==> config.mk <==
export PLATFORM = sky130hd
export DESIGN_NAME = vblank_access_scheduler
export DESIGN_NICKNAME = d
export VERILOG_FILES = /design/src/rtl/vblank_access_scheduler.sv
export SDC_FILE = /design/constraint.sdc
export NUM_CORES = 1
export LEC_CHECK = 0
export CORE_UTILIZATION = 54
export CTS_BUF_LIST = sky130_fd_sc_hd__clkbuf_8 sky130_fd_sc_hd__clkbuf_16
export CTS_CLUSTER_DIAMETER = 30
export DETAILED_ROUTE_END_ITERATION = 8
export PLACE_DENSITY_LB_ADDON = 0.12
export SLEW_MARGIN = 20
export SYNTH_ARGS = -nofsm -noshare
export SYNTH_HDL_FRONTEND = slang
export SYNTH_SLANG_ARGS = --single-unit
==> constraint.sdc <==
create_clock -name pclk -period 2.7 [get_ports pclk]
set_input_delay 0.54 -clock pclk [delete_from_list [all_inputs] [get_ports pclk]]
set_output_delay 0.54 -clock pclk [all_outputs]
set_load 0.05 [all_outputs]
==> src/rtl/vblank_access_scheduler.sv <==
// ---------------------------------------------------------------------------
// vblank_access_scheduler
//
// Arbitrates the sprite/position RAM write port between N_REQ game-logic
// requesters. Access is granted only inside the vertical blanking window
// reported by the 800x600@60 timing generator, so no writer can own the
// resource while pixels are being fetched for active video. The block also
// publishes a per-frame tick and a free-running frame counter for game logic.
//
// Parameters
//   N_REQ        number of requesters (2..8)
//   LINE_LAST    last line of the frame; vcount wraps after it
//   GUARD_LINES  trailing vblank lines in which no new grant is issued
//   MAX_HOLD     cycles a grant may be held before it is forcibly revoked
//
// Ports
//   pclk         pixel clock, all logic on the rising edge
//   rst          synchronous active-high reset
//   vcount_in    vertical line count from the timing generator
//   vblnk_in     vertical blank from the timing generator
//   req          per-requester access request (level)
//   done         per-requester release, only the current owner's bit matters
//   gnt          one-hot registered grant
//   frame_tick   one-cycle pulse at the start of each vblank
//   window_open  high while the scheduler treats the vblank window as active
//   timeout_err  one-cycle pulse when a grant is forcibly revoked
//   frame_cnt    frames since reset, wraps 65535 -> 0
//   busy         high while any gnt bit is high
// ---------------------------------------------------------------------------
module vblank_access_scheduler #(
    parameter int N_REQ       = 4,
    parameter int LINE_LAST   = 627,
    parameter int GUARD_LINES = 2,
    parameter int MAX_HOLD    = 2048
) (
    input  logic             pclk,
    input  logic             rst,
    input  logic [10:0]      vcount_in,
    input  logic             vblnk_in,
    input  logic [N_REQ-1:0] req,
    input  logic [N_REQ-1:0] done,
    output logic [N_REQ-1:0] gnt,
    output logic             frame_tick,
    output logic             window_open,
    output logic             timeout_err,
    output logic [15:0]      frame_cnt,
    output logic             busy
);

    // -----------------------------------------------------------------------
    // Derived constants
    // -----------------------------------------------------------------------
    localparam int IDX_W  = (N_REQ > 1) ? $clog2(N_REQ) : 1;
    // One extra count of headroom: the counter steps once more on the
    // revoking edge itself.
    localparam int HOLD_W = $clog2(MAX_HOLD + 1);

    // Highest line on which a new grant may still be issued.
    localparam logic [10:0]       LAST_GRANT_LINE = 11'(LINE_LAST - GUARD_LINES);
    // Counter value during the MAX_HOLD-th cycle of a grant.
    localparam logic [HOLD_W-1:0] HOLD_LAST       = HOLD_W'(MAX_HOLD - 1);
    // Pointer reset value: the search starts at pointer+1, so requester 0
    // wins the first arbitration after reset.
    localparam logic [IDX_W-1:0]  PTR_INIT        = IDX_W'(N_REQ - 1);

    typedef enum logic [1:0] {
        IDLE   = 2'd0,   // outside the window, waiting for vblank to rise
        ARB    = 2'd1,   // window open, looking for a requester
        GRANT  = 2'd2,   // one requester owns the write port
        CLOSED = 2'd3    // guard lines reached, window open but no grants
    } state_t;

    // -----------------------------------------------------------------------
    // State
    // -----------------------------------------------------------------------
    state_t            state;
    logic [IDX_W-1:0]  ptr;        // last owner served; search starts after it
    logic [IDX_W-1:0]  owner;      // index of the current grant holder
    logic [HOLD_W-1:0] hold_cnt;   // cycles the current grant has been held
    logic              vblnk_d;    // vblnk_in one cycle ago, for edge detect

    // -----------------------------------------------------------------------
    // Combinational decode
    // -----------------------------------------------------------------------
    logic              vblnk_rise;
    logic              guard_hit;
    logic              owner_done;
    logic              hold_expired;
    logic              pick_valid;
    logic [IDX_W-1:0]  pick_idx;

    // Requester index offset places after base, wrapped modulo N_REQ.
    function automatic logic [IDX_W-1:0] wrap_idx(input int base, input int offs);
        return IDX_W'((base + offs) % N_REQ);
    endfunction

    assign vblnk_rise   = vblnk_in & ~vblnk_d;
    assign guard_hit    = (vcount_in > LAST_GRANT_LINE);
    assign owner_done   = done[owner];
    assign hold_expired = (hold_cnt == HOLD_LAST);

    // Round-robin pick: walk offsets from N_REQ down to 1 so the smallest
    // offset past the pointer is the last writer and therefore wins.
    // NOTE: both outputs get a default before the loop; without it a
    // pass where no request is set would leave them unassigned and
    // synthesis would infer latches.
    always_comb begin
        pick_valid = 1'b0;
        pick_idx   = '0;
        for (int i = N_REQ; i >= 1; i--) begin
            if (req[wrap_idx(int'(ptr), i)]) begin
                pick_valid = 1'b1;
                pick_idx   = wrap_idx(int'(ptr), i);
            end
        end
    end

    // -----------------------------------------------------------------------
    // Scheduler FSM with registered outputs
    // -----------------------------------------------------------------------
    // NOTE: every register here is assigned with <= so all of them update
    // from the same pre-edge values; a blocking = would let later
    // statements see half-updated state and break the FSM ordering.
    always_ff @(posedge pclk) begin
        if (rst) begin
            state       <= IDLE;
            ptr         <= PTR_INIT;
            owner       <= '0;
            hold_cnt    <= '0;
            // NOTE: the edge detector resets to 1, not 0, so a reset
            // released in the middle of vblank is not mistaken for a new
            // frame; the first tick waits for a genuine rising edge.
            vblnk_d     <= 1'b1;
            gnt         <= '0;
            frame_tick  <= 1'b0;
            window_open <= 1'b0;
            timeout_err <= 1'b0;
            frame_cnt   <= '0;
            busy        <= 1'b0;
        end else begin
            vblnk_d     <= vblnk_in;
            // Pulses default low and are raised only on their event cycle.
            frame_tick  <= 1'b0;
            timeout_err <= 1'b0;

            case (state)
                IDLE: begin
                    if (vblnk_rise) begin
                        frame_tick  <= 1'b1;
                        frame_cnt   <= frame_cnt + 16'd1;
                        window_open <= 1'b1;
                        state       <= ARB;
                    end
                end

                ARB: begin
                    if (!vblnk_in) begin
                        window_open <= 1'b0;
                        state       <= IDLE;
                    end else if (guard_hit) begin
                        // Too close to active video to start a new write.
                        state <= CLOSED;
                    end else if (pick_valid) begin
                        gnt      <= N_REQ'(1) << pick_idx;
                        busy     <= 1'b1;
                        owner    <= pick_idx;
                        hold_cnt <= '0;
                        state    <= GRANT;
                    end
                end

                GRANT: begin
                    hold_cnt <= hold_cnt + HOLD_W'(1);
                    if (!vblnk_in) begin
                        // Active video is about to start: revoke at once.
                        // This outranks both done and the hold timeout.
                        gnt         <= '0;
                        busy        <= 1'b0;
                        window_open <= 1'b0;
                        state       <= IDLE;
                    end else if (owner_done) begin
                        // A release on the timeout cycle is a clean release.
                        gnt   <= '0;
                        busy  <= 1'b0;
                        ptr   <= owner;
                        state <= ARB;
                    end else if (hold_expired) begin
                        gnt         <= '0;
                        busy        <= 1'b0;
                        timeout_err <= 1'b1;
                        ptr         <= owner;
                        state       <= ARB;
                    end
                end

                CLOSED: begin
                    if (!vblnk_in) begin
                        window_open <= 1'b0;
                        state       <= IDLE;
                    end
                end

                default: begin
                    gnt         <= '0;
                    busy        <= 1'b0;
                    window_open <= 1'b0;
                    state       <= IDLE;
                end
            endcase
        end
    end

endmodule

==> out/results.txt, run 1 <==
Outcome = completed
Routability Congestion = 0.780
Critical path class = in2reg
Synth Flop Type = dfxtp_1
Main combinational cell family by area after synthesis = simple AND/OR/NAND/NOR gates
Vias = 1802
DRC = 0
Layout Utilization = 0.724
Syn nets = 255
Clock buffer depth = 2
Initial antenna violation count = 0
GRT Max-Usage Layer = met2
Hold buffers post-CTS = 0
Post-synth ARST share = 0
I/O pins = 46
Syn avg cell area = 8.86 um2
Clk sinks = 43
Endpoints failing setup = 0
Diode count = 0
First-pass GRT wire length = 7250 um
CTS buffer count = 5
Max_cap viols = 0
Row count = 22
GR Util met1 = 0.261
Hold Crit Start = busy
Total Routed Length = 4120 um
GR Util met2 = 0.388
Dpl hpwl = 3040 um
Setup crit start kind = input pin
Slew Viols, Final = 0
Area delta synth->final = 29.4%
Unrepaired setup endpoints after global routing = false
Worst Hold Endpoint = busy
Non-filler instance count after layout = 328
Hold Path Class = reg2reg
Wire per inst = 12.6 um
Share of layout cells above drive strength 1 = 0.0750
Compound-gate portion of the synthesized area = 0.130
Ranking of synthesized cells by area = dfxtp_1, xnor2_1, nor2_1, xor2_1, nand2_1
Worst EP arrival = 2.40 ns
Clk Latency, worst-skew pair = 0.29 ns
Mux contribution to synthesized area = 0.0110
Chip width = 63.6 um
Post-synthesis simple-gate area fraction = 0.309
Antenna-violating nets left = 0
Worst Tran Pin Value = 0.901 ns
H-tree Lvls = 2
P_leak = 0.897 nW
Worst r2r dst = frame_cnt[14]
Synth Area in Adders = 0.0122
Vias in the first global route = 1725
Nets = 304
Synth Warn # = 0
Most frequent cell after synthesis = dfxtp_1
CP Max Fanout = 8
Min Clock Period, post-route = 2.25 ns
Critical Path RT = 2.85 ns
Core Area = 3660 um2
Buffers added on ports = 44
Pwr Total = 1.16 mW
CTS tree = done
Worst r2r src = state[0]
Largest net degree at the start of global routing = 15
Distinct cells, synth = 46
Final hold vios = 0
Sum of negative setup slack = 0 ns
Clock Root Buffer = clkbuf_8
P per Cell Area = 439 nW/um2
CP Capture Type = flip-flop
Post-CTS Setup Bufs = 0
Gate Count Post-Synth = 231
Mapped Area = 2050 um2
Synth Area in XOR/XNOR = 0.0899
Max Fclk = 444 MHz
Total GRT Usage = 0.227
DR iter-0 viols = 87
Final worst-path cycle share = 0.834
Post-synthesis register bit count = 43
Peak VDD IR = 359 uV
Die height = 63.6 um
Pre-antenna DRT Iters = 4
Seq/Total Area, Yosys = 0.421
Area leader, netlist = dfxtp_1
Overflow left after global routing = 0
Die footprint = 4040 um2
Worst Skew = 0.00444 ns
Worst Hold Depth = 2
M3 GR Usage = 0.0634
Placed Cells = 321
Vias per inst = 5.49
Relative slew slack = 0.395
Crit. Startpoint = vcount_in[1]
Cells resized by post-CTS repair = 0
EDFF count, synth = 0
R2R setup slack = 0.87 ns
Post-synth top area share = 0.421
Worst-path clk slew = 0.08 ns
Initial Util = 0.559
R2R cell count = 5
Top cells by count, synth = dfxtp_1, nor2_1, nand2_1
-- worst max path at each step --
stage / cells past startpoint / to
after floorplan: 6 / frame_cnt[14]
after global placement: 6 / hold_cnt[9]
after detailed placement: 6 / hold_cnt[5]
after CTS: 6 / hold_cnt[11]
after global routing: 6 / hold_cnt[4]
final: 6 / hold_cnt[10]
-- where the power goes --
| group | total, mW | leakage (nW) | internal (mW) | switching (mW) |
|---|---|---|---|---|
| clock | 0.409 | 0.0470 | 0.201 | 0.208 |
| sequential | 0.646 | 0.347 | 0.639 | 0.00673 |
| combinational | 0.109 | 0.503 | 0.0550 | 0.0539 |
-- sequential cells by signal, indices dropped and copies added, names as in the netlist --
name	count
frame_cnt	16
hold_cnt	12
gnt	4
owner	2
ptr	2
state	2
busy	1
frame_tick	1
timeout_err	1
vblnk_d	1
window_open	1
-- placed cells by master, fill, tap and decap left out, drive strengths merged, types with 2 or more instances in the layout --
master and count:
xnor2 11, nand2 19, o21ai 8, ha 2, a211oi 3, o31ai 2, o21a 2, buf 6
or2 3, clkbuf 6, nor4b 3, and4 3, a41oi 2, a32o 4, xor2 10, clkdlybuf4s50 44
nand4 5, or3 4, nor3 13, nor4 8, nor2b 7, or4b 2, nand3 7, nor2 24
and3 2, nand3b 2, nand2b 5, a21oi 12, inv 7, dfxtp 43
-- kinds of logic after synthesis --
logic type | after synthesis
AO/OA/AOI/OAI | 39
flip-flops | 43
multiplexers | 1
XOR/XNOR | 21
adder cells (fa/ha/maj) | 2
buffers and inverters | 15
AND/OR/NAND/NOR | 110
-- area by class of cell --
type,instances,area [um2]
Sequential cell,43,861
Tap cell,48,60.1
Fill cell,284,1010
Inverter,7,26.3
Clock inverter,1,5.00
Clock buffer,6,82.6
Multi-Input combinational cell,173,1130
Timing Repair Buffer,50,485
-- critical path, cell delays in order --
cell             delay [ns]
clkdlybuf4s50_1        0.39
or2_0                  0.22
a21oi_1                0.18
o211ai_2               0.19
nor3_1                 0.77
nor3_1                 0.11
-- metrics by stage --
step / cell area [um2] / setup WS [ns] / hold slack, ns
CTS: 2650 / 0.419 / 0.477
floorplan: 2050 / 0.716 / 0.464
finish: 2650 / 0.449 / 0.471
global placement: 2560 / 0.149 / 0.461
global route: 2650 / 0.211 / 0.515
detailed placement: 2560 / 0.107 / 0.457
-- per-layer routing --
metal  vias up  part of all wire  wire, um
met1       822              0.46      1910
li1        928                 -         -
met3        10             0.040       165
met2        42              0.47      1950
met5         -                 0         0
met4         0             0.020        84
No activity file was read; power rests on OpenSTA's default activity.
==> run 2: changes to the inputs <==
- CORE_UTILIZATION: 54 -> 45
- clock period: 2.7 -> 1.9 ns (I/O delays scaled with it)
==> run 2 against run 1 <==
- register-to-register slack worse by 0.67 ns
- largest cell class unchanged
- critical endpoint is now owner[1]
- clock skew is 0.0013 ns higher
- utilization is 7.8 points lower
==> out/results.txt, run 2 (same netlist as run 1, synthesis figures left out) <==
Row count = 24 (+9.1%)
Clk sinks = 43 (unchanged)
R2R cell count = 6 (+1)
Die footprint = 4820 um2 (+19%)
Top Registers = frame_cnt x16, hold_cnt x12, gnt x4
CP max stage cell = or4b_1
Design area = 2810 um2 (+6.1%)
Vias in the first global route = 1842 (+6.8%)
CP delay by family, top = simple AND/OR/NAND/NOR gates
R2R setup slack = 0.20 ns (-0.67 ns)
Number of flip-flops under the largest register name = 16 (unchanged)
Most flops, register = frame_cnt
Multi-input gate area = 1160 um2 (+2.9%)
Buffers added on ports = 44 (unchanged)
Clock Power Share = 0.343 (-0.009)
Min Clock Period, post-route = 1.85 ns
Worst Hold Depth = 2 (unchanged)
Post-CTS Setup Bufs = 0 (unchanged)
H-tree Lvls = 2 (unchanged)
Total GRT Usage = 0.199 (-0.0281)
Vias = 1893 (+5.0%)
Hold Crit Start = busy
Critical path class = in2reg
Seq pwr share = 0.550 (-0.005)
Worst Hold Endpoint = busy
Hold Path Class = reg2reg
Final hold vios = 0 (unchanged)
DRC = 0 (unchanged)
Setup crit start kind = input pin
Net Sw Power = 411 uW (+53%)
Relative slew slack = 0.661 (+0.266)
Int Pwr = 1.25 mW (+40%)
Worst r2r dst = frame_cnt[6]
Clk Latency, worst-skew pair = 0.30 ns (about the same)
Initial Util = 0.470 (-0.0890)
DR iter-0 viols = 56 (-36%)
Initial antenna violation count = 0 (unchanged)
Seq. cell area = 865 um2 (+0.44%)
Total Routed Length = 4540 um (+10%)
CP Max Fanout = 4 (-4)
Filler cells = 386 (+36%)
CTS tree = done
Vias per inst = 5.38 (-2.1%)
I/O pins = 46 (unchanged)
Overflow left after global routing = 0 (unchanged)
Slew Viols, Final = 0 (unchanged)
Critical Path Max Stage Delay = 0.49 ns (-0.28 ns)
Clock Root Buffer = clkbuf_8
Nets = 323 (+6.3%)
P per Cell Area = 592 nW/um2 (+35%)
Dpl cell area = 2690 um2 (+4.8%)
WP buf/inv = 2 (+1)
Worst-path clk slew = 0.08 ns (about the same)
Antenna-violating nets left = 0 (unchanged)
Worst r2r src = state[0]
Worst-path cell chain = clkdlybuf4s50_1 -> or2_0 -> a21oi_2 -> o211ai_2 -> buf_4 -> or4b_1 -> a21oi_1
Pre-antenna DRT Iters = 4 (unchanged)
Endpoints failing setup = 0 (unchanged)
Critical Path RT = 2.13 ns (-0.72 ns)
Largest net degree at the start of global routing = 23 (+8)
Commonest non-fill, non-tap cells in the layout = dfxtp_1, buf_4, clkdlybuf4s50_1
Dpl hpwl = 3340 um (+9.8%)
P_leak = 1.09 nW (+21%)
Chip width = 69.4 um (+9.2%)
CP Capture Type = flip-flop
Worst EP arrival = 2.08 ns (-0.32 ns)
Net Sw Frac = 0.247 (+0.0155)
Area delta synth->final = 37.3%
Unrepaired setup endpoints after global routing = false
Outcome = completed
CTS buffer count = 5 (unchanged)
Max_cap viols = 0 (unchanged)
Diode count = 0 (unchanged)
Final worst-path cycle share = 0.973
Worst Tran Pin Value = 0.508 ns (-0.393 ns)
Max Fclk = 541 MHz
Routability Congestion = 0.809 (+3.7%)
Hold buffers post-CTS = 0 (unchanged)
First-pass GRT wire length = 7800 um (+7.5%)
Pwr Total = 1.67 mW (+43%)
Most common cell after layout, fill and taps aside = dfxtp_1
Logic gate share of total power = 0.108 (+0.014)
Share of layout cells above drive strength 1 = 0.200 (+0.125)
Core Area = 4350 um2 (+19%)
Peak VDD IR = 302 uV (-16%)
Die height = 69.4 um (+9.2%)
Worst Skew = 0.00578 ns (+0.00134 ns)
Wire per inst = 12.9 um (+2.7%)
Clock buffer depth = 2 (unchanged)
==> run 2: worst register-to-register path: cells and delay by family (launching register included) <==
family,cells,cell delay (ns)
flip-flops,1,0.35
buffers and inverters,1,0.17
XOR/XNOR,1,0.11
AND/OR/NAND/NOR,4,0.97
==> run 2: layout make-up <==
class,count,area share
clock inverters,3,0.00579
repair buffers,69,0.217
multi-input cells,173,0.413
flip-flops and latches,43,0.308
clock buffers,5,0.0245
inverters,7,0.00935
well taps,52,0.0231
==> run 2: per-stage QoR <==
step	hold slack, ns	std cells	setup TNS, ns	worst slack [ns]	util
6_report	0.481	352	0	0.0508	0.646
5_1_grt	0.503	352	0	0.00000711	0.646
4_1_cts	0.483	352	0	0.00887	0.636
3_5_place_dp	0.464	344	-6.40	-0.297	0.617
3_3_place_gp	0.466	344	-6.21	-0.301	0.617
2_1_floorplan	0.464	231	0	0.0117	-
==> run 2: worst max path at each step <==
stage / start / to / cells after the start
after global routing: vcount_in[1] / owner[1] / 7
after global placement: vblnk_in / frame_cnt[8] / 6
final: vcount_in[1] / owner[1] / 7
after CTS: frame_cnt[6] / frame_cnt[6] / 1
after floorplan: frame_cnt[6] / frame_cnt[15] / 5
after detailed placement: vcount_in[1] / gnt[3] / 6
==> run 2: timing repair <==
item | CTS | global route
pin swaps | 0 | 2
setup endpoints to repair | 1 | 15
gates resized for setup | 1 | 10
gates cloned | 0 | 0
==> run 2: power groups by stage <==
stage / sequential, mW / combinational, mW / clock [mW]
final: 0.916 / 0.179 / 0.571
after detailed placement: 0.937 / 0.176 / 0
after floorplan: 0.953 / 0.0619 / 0
after CTS: 0.916 / 0.177 / 0.599
after global placement: 0.937 / 0.174 / 0
after global routing: 0.918 / 0.196 / 0.632
==> run 2: routing by layer <==
layer / wire length, um / up-vias / GRT usage / part of all wire
met2: 2240 / 38 / 0.355 / 0.49
met1: 2030 / 879 / 0.226 / 0.45
met3: 182 / 9 / 0.0465 / 0.040
li1: - / 967 / - / -
met5: 0 / - / 0 / 0
met4: 88 / 0 / 0.0839 / 0.019
==> run 3: changes to the inputs <==
- CORE_MARGIN: unset -> 2
- CORE_UTILIZATION: 45 -> 35
- HOLD_SLACK_MARGIN: unset -> 0.02
==> run 3 against run 2 <==
- sequential cell count unchanged
- hold slack better by 0.0056 ns
- non-clock buffer count grew 3
- routed wire length is 3.1% higher
- design area grew 1.6%
- critical path depth down 6
- utilization fell by 13 points
- die area grew 34%
- total power grew 0.61%
==> out/results.txt, run 3 (same netlist as run 1, synthesis figures left out) <==
Outcome = completed
Overflow left after global routing = 0 (unchanged)
Critical Path RT = 1.52 ns (-0.61 ns)
Initial Util = 0.367 (-0.103)
Worst-path clk slew = 0.08 ns (about the same)
DR iter-0 viols = 42 (-25%)
Initial antenna violation count = 0 (unchanged)
Routability Congestion = 0.738 (-8.8%)
Pre-antenna DRT Iters = 4 (unchanged)
CP Max Fanout = 5 (+1)
CP Capture Type = output pin
Total stage count of the critical path = 1 (-6)
Slew Viols, Final = 0 (unchanged)
Most flops, register = frame_cnt
Peak VDD IR = 352 uV (+17%)
Diode count = 0 (unchanged)
Worst EP arrival = 1.46 ns (-0.62 ns)
Filler cells = 552 (+43%)
Critical Path Max Stage Delay = 0.80 ns (+0.31 ns)
Die footprint = 6480 um2 (+34%)
Critical path class = reg2out
Worst Tran Pin Value = 0.505 ns (-0.00329 ns)
Total Routed Length = 4680 um (+3.1%)
CTS tree = done
Relative slew slack = 0.663 (+0.00220)
Seq. cell area = 865 um2 (unchanged)
Vias in the first global route = 1735 (-5.8%)
Hold buffers post-CTS = 0 (unchanged)
Final worst-path cycle share = 0.966 (-0.00710)
Top Registers = frame_cnt x16, hold_cnt x12, gnt x4
Vias per inst = 5.00 (-7.0%)
Dpl hpwl = 3490 um (+4.5%)
Worst Hold Depth = 2 (unchanged)
Number of flip-flops under the largest register name = 16 (unchanged)
DRC = 0 (unchanged)
H-tree Lvls = 2 (unchanged)
Chip width = 80.5 um (+16%)
Clk sinks = 43 (unchanged)
CTS buffer count = 5 (unchanged)
Max Fclk = 545 MHz (+0.74%)
Area delta synth->final = 39.5%
Clock Root Buffer = clkbuf_8
P_leak = 1.11 nW (+2.1%)
Multi-input gate area = 1140 um2 (-1.5%)
Row count = 27 (+13%)
WHS = 0.486 ns (+0.00556 ns)
Wire per inst = 12.5 um (-3.0%)
Post-CTS Setup Bufs = 0 (unchanged)
Share of layout cells above drive strength 1 = 0.199 (-0.00132)
Setup crit start kind = flip-flop
Total GRT Usage = 0.154 (-0.0454)
Worst-path cell chain = clkdlybuf4s50_1
R2R cell count = 6 (unchanged)
CP delay by family, top = buffers and inverters
Hold Path Class = reg2reg
Largest net degree at the start of global routing = 28 (+22%)
Worst Skew = 0.00368 ns (-0.00210 ns)
Clk Latency, worst-skew pair = 0.29 ns (about the same)
Core Area = 5570 um2 (+28%)
Vias = 1871 (-1.2%)
Clock buffer depth = 2 (unchanged)
Final hold vios = 0 (unchanged)
WP buf/inv = 1 (-1)
Most common cell after layout, fill and taps aside = dfxtp_1
Buffers added on ports = 44 (unchanged)
Die height = 80.5 um (+16%)
Pwr Total = 1.68 mW (+0.61%)
CP max stage cell = clkdlybuf4s50_1
I/O pins = 46 (unchanged)
First-pass GRT wire length = 7870 um (+0.88%)
Min Clock Period, post-route = 1.84 ns (-0.0135 ns)
P per Cell Area = 587 nW/um2 (-0.97%)
Antenna-violating nets left = 0 (unchanged)
Max_cap viols = 0 (unchanged)
Endpoints failing setup = 0 (unchanged)
Nets = 326 (+0.93%)
Commonest non-fill, non-tap cells in the layout = dfxtp_1, buf_4, clkdlybuf4s50_1
run 3: cell types whose count changed in the layout (fill, tap and decap cells not counted), sizes merged:
| cell | delta |
|---|---|
| clkbuf | +1 |
| clkinvlp | -1 |
| buf | +3 |
| inv | -1 |
run 3: path summary, 6_finish.rpt:
check          startpoint      endpoint  slack [ns]
min                  busy          busy        0.49
max reg2reg      state[0]  frame_cnt[6]        0.19
min reg2reg          busy          busy        0.49
max          frame_cnt[5]  frame_cnt[5]        0.06
run 3: cell type report:
cell class	count	area share
Clock buffer	6	0.0289
Sequential cell	43	0.303
Tap cell	72	0.0315
Multi-Input combinational cell	173	0.400
Clock inverter	1	0.00175
Timing Repair Buffer	72	0.226
Inverter	7	0.00920
run 3: per-layer routing:
metal  part of all wire  track usage  up-vias
met5                  0            0        -
met4             0.0058       0.0458        0
met3              0.050       0.0416        2
met2               0.47        0.248       42
met1               0.47        0.200      855
li1                   -            -      972
run 3: timing repair:
item / 4_1_cts / 5_1_grt
gates resized for setup: 2 / 7
pin swaps: 1 / 5
endpoints found under the setup margin: 5 / 12
run 3: power by group:
group / total, mW / switching (mW) / internal, mW / leakage [nW]
Combinational: 0.180 / 0.0843 / 0.0959 / 0.715
Clock: 0.579 / 0.294 / 0.285 / 0.0470
Sequential: 0.917 / 0.00877 / 0.908 / 0.349
run 3: through the flow:
stage,area (um2),util,TNS [ns],worst slack [ns],std cells
after floorplan,2050,-,0,0.0117,231
after global placement,2750,0.492,-6.74,-0.311,367
after detailed placement,2750,0.492,-7.06,-0.342,367
after CTS,2840,0.509,0,0.0164,374
after global routing,2860,0.512,-0.0103,-0.0103,374
final,2860,0.512,0,0.0643,374
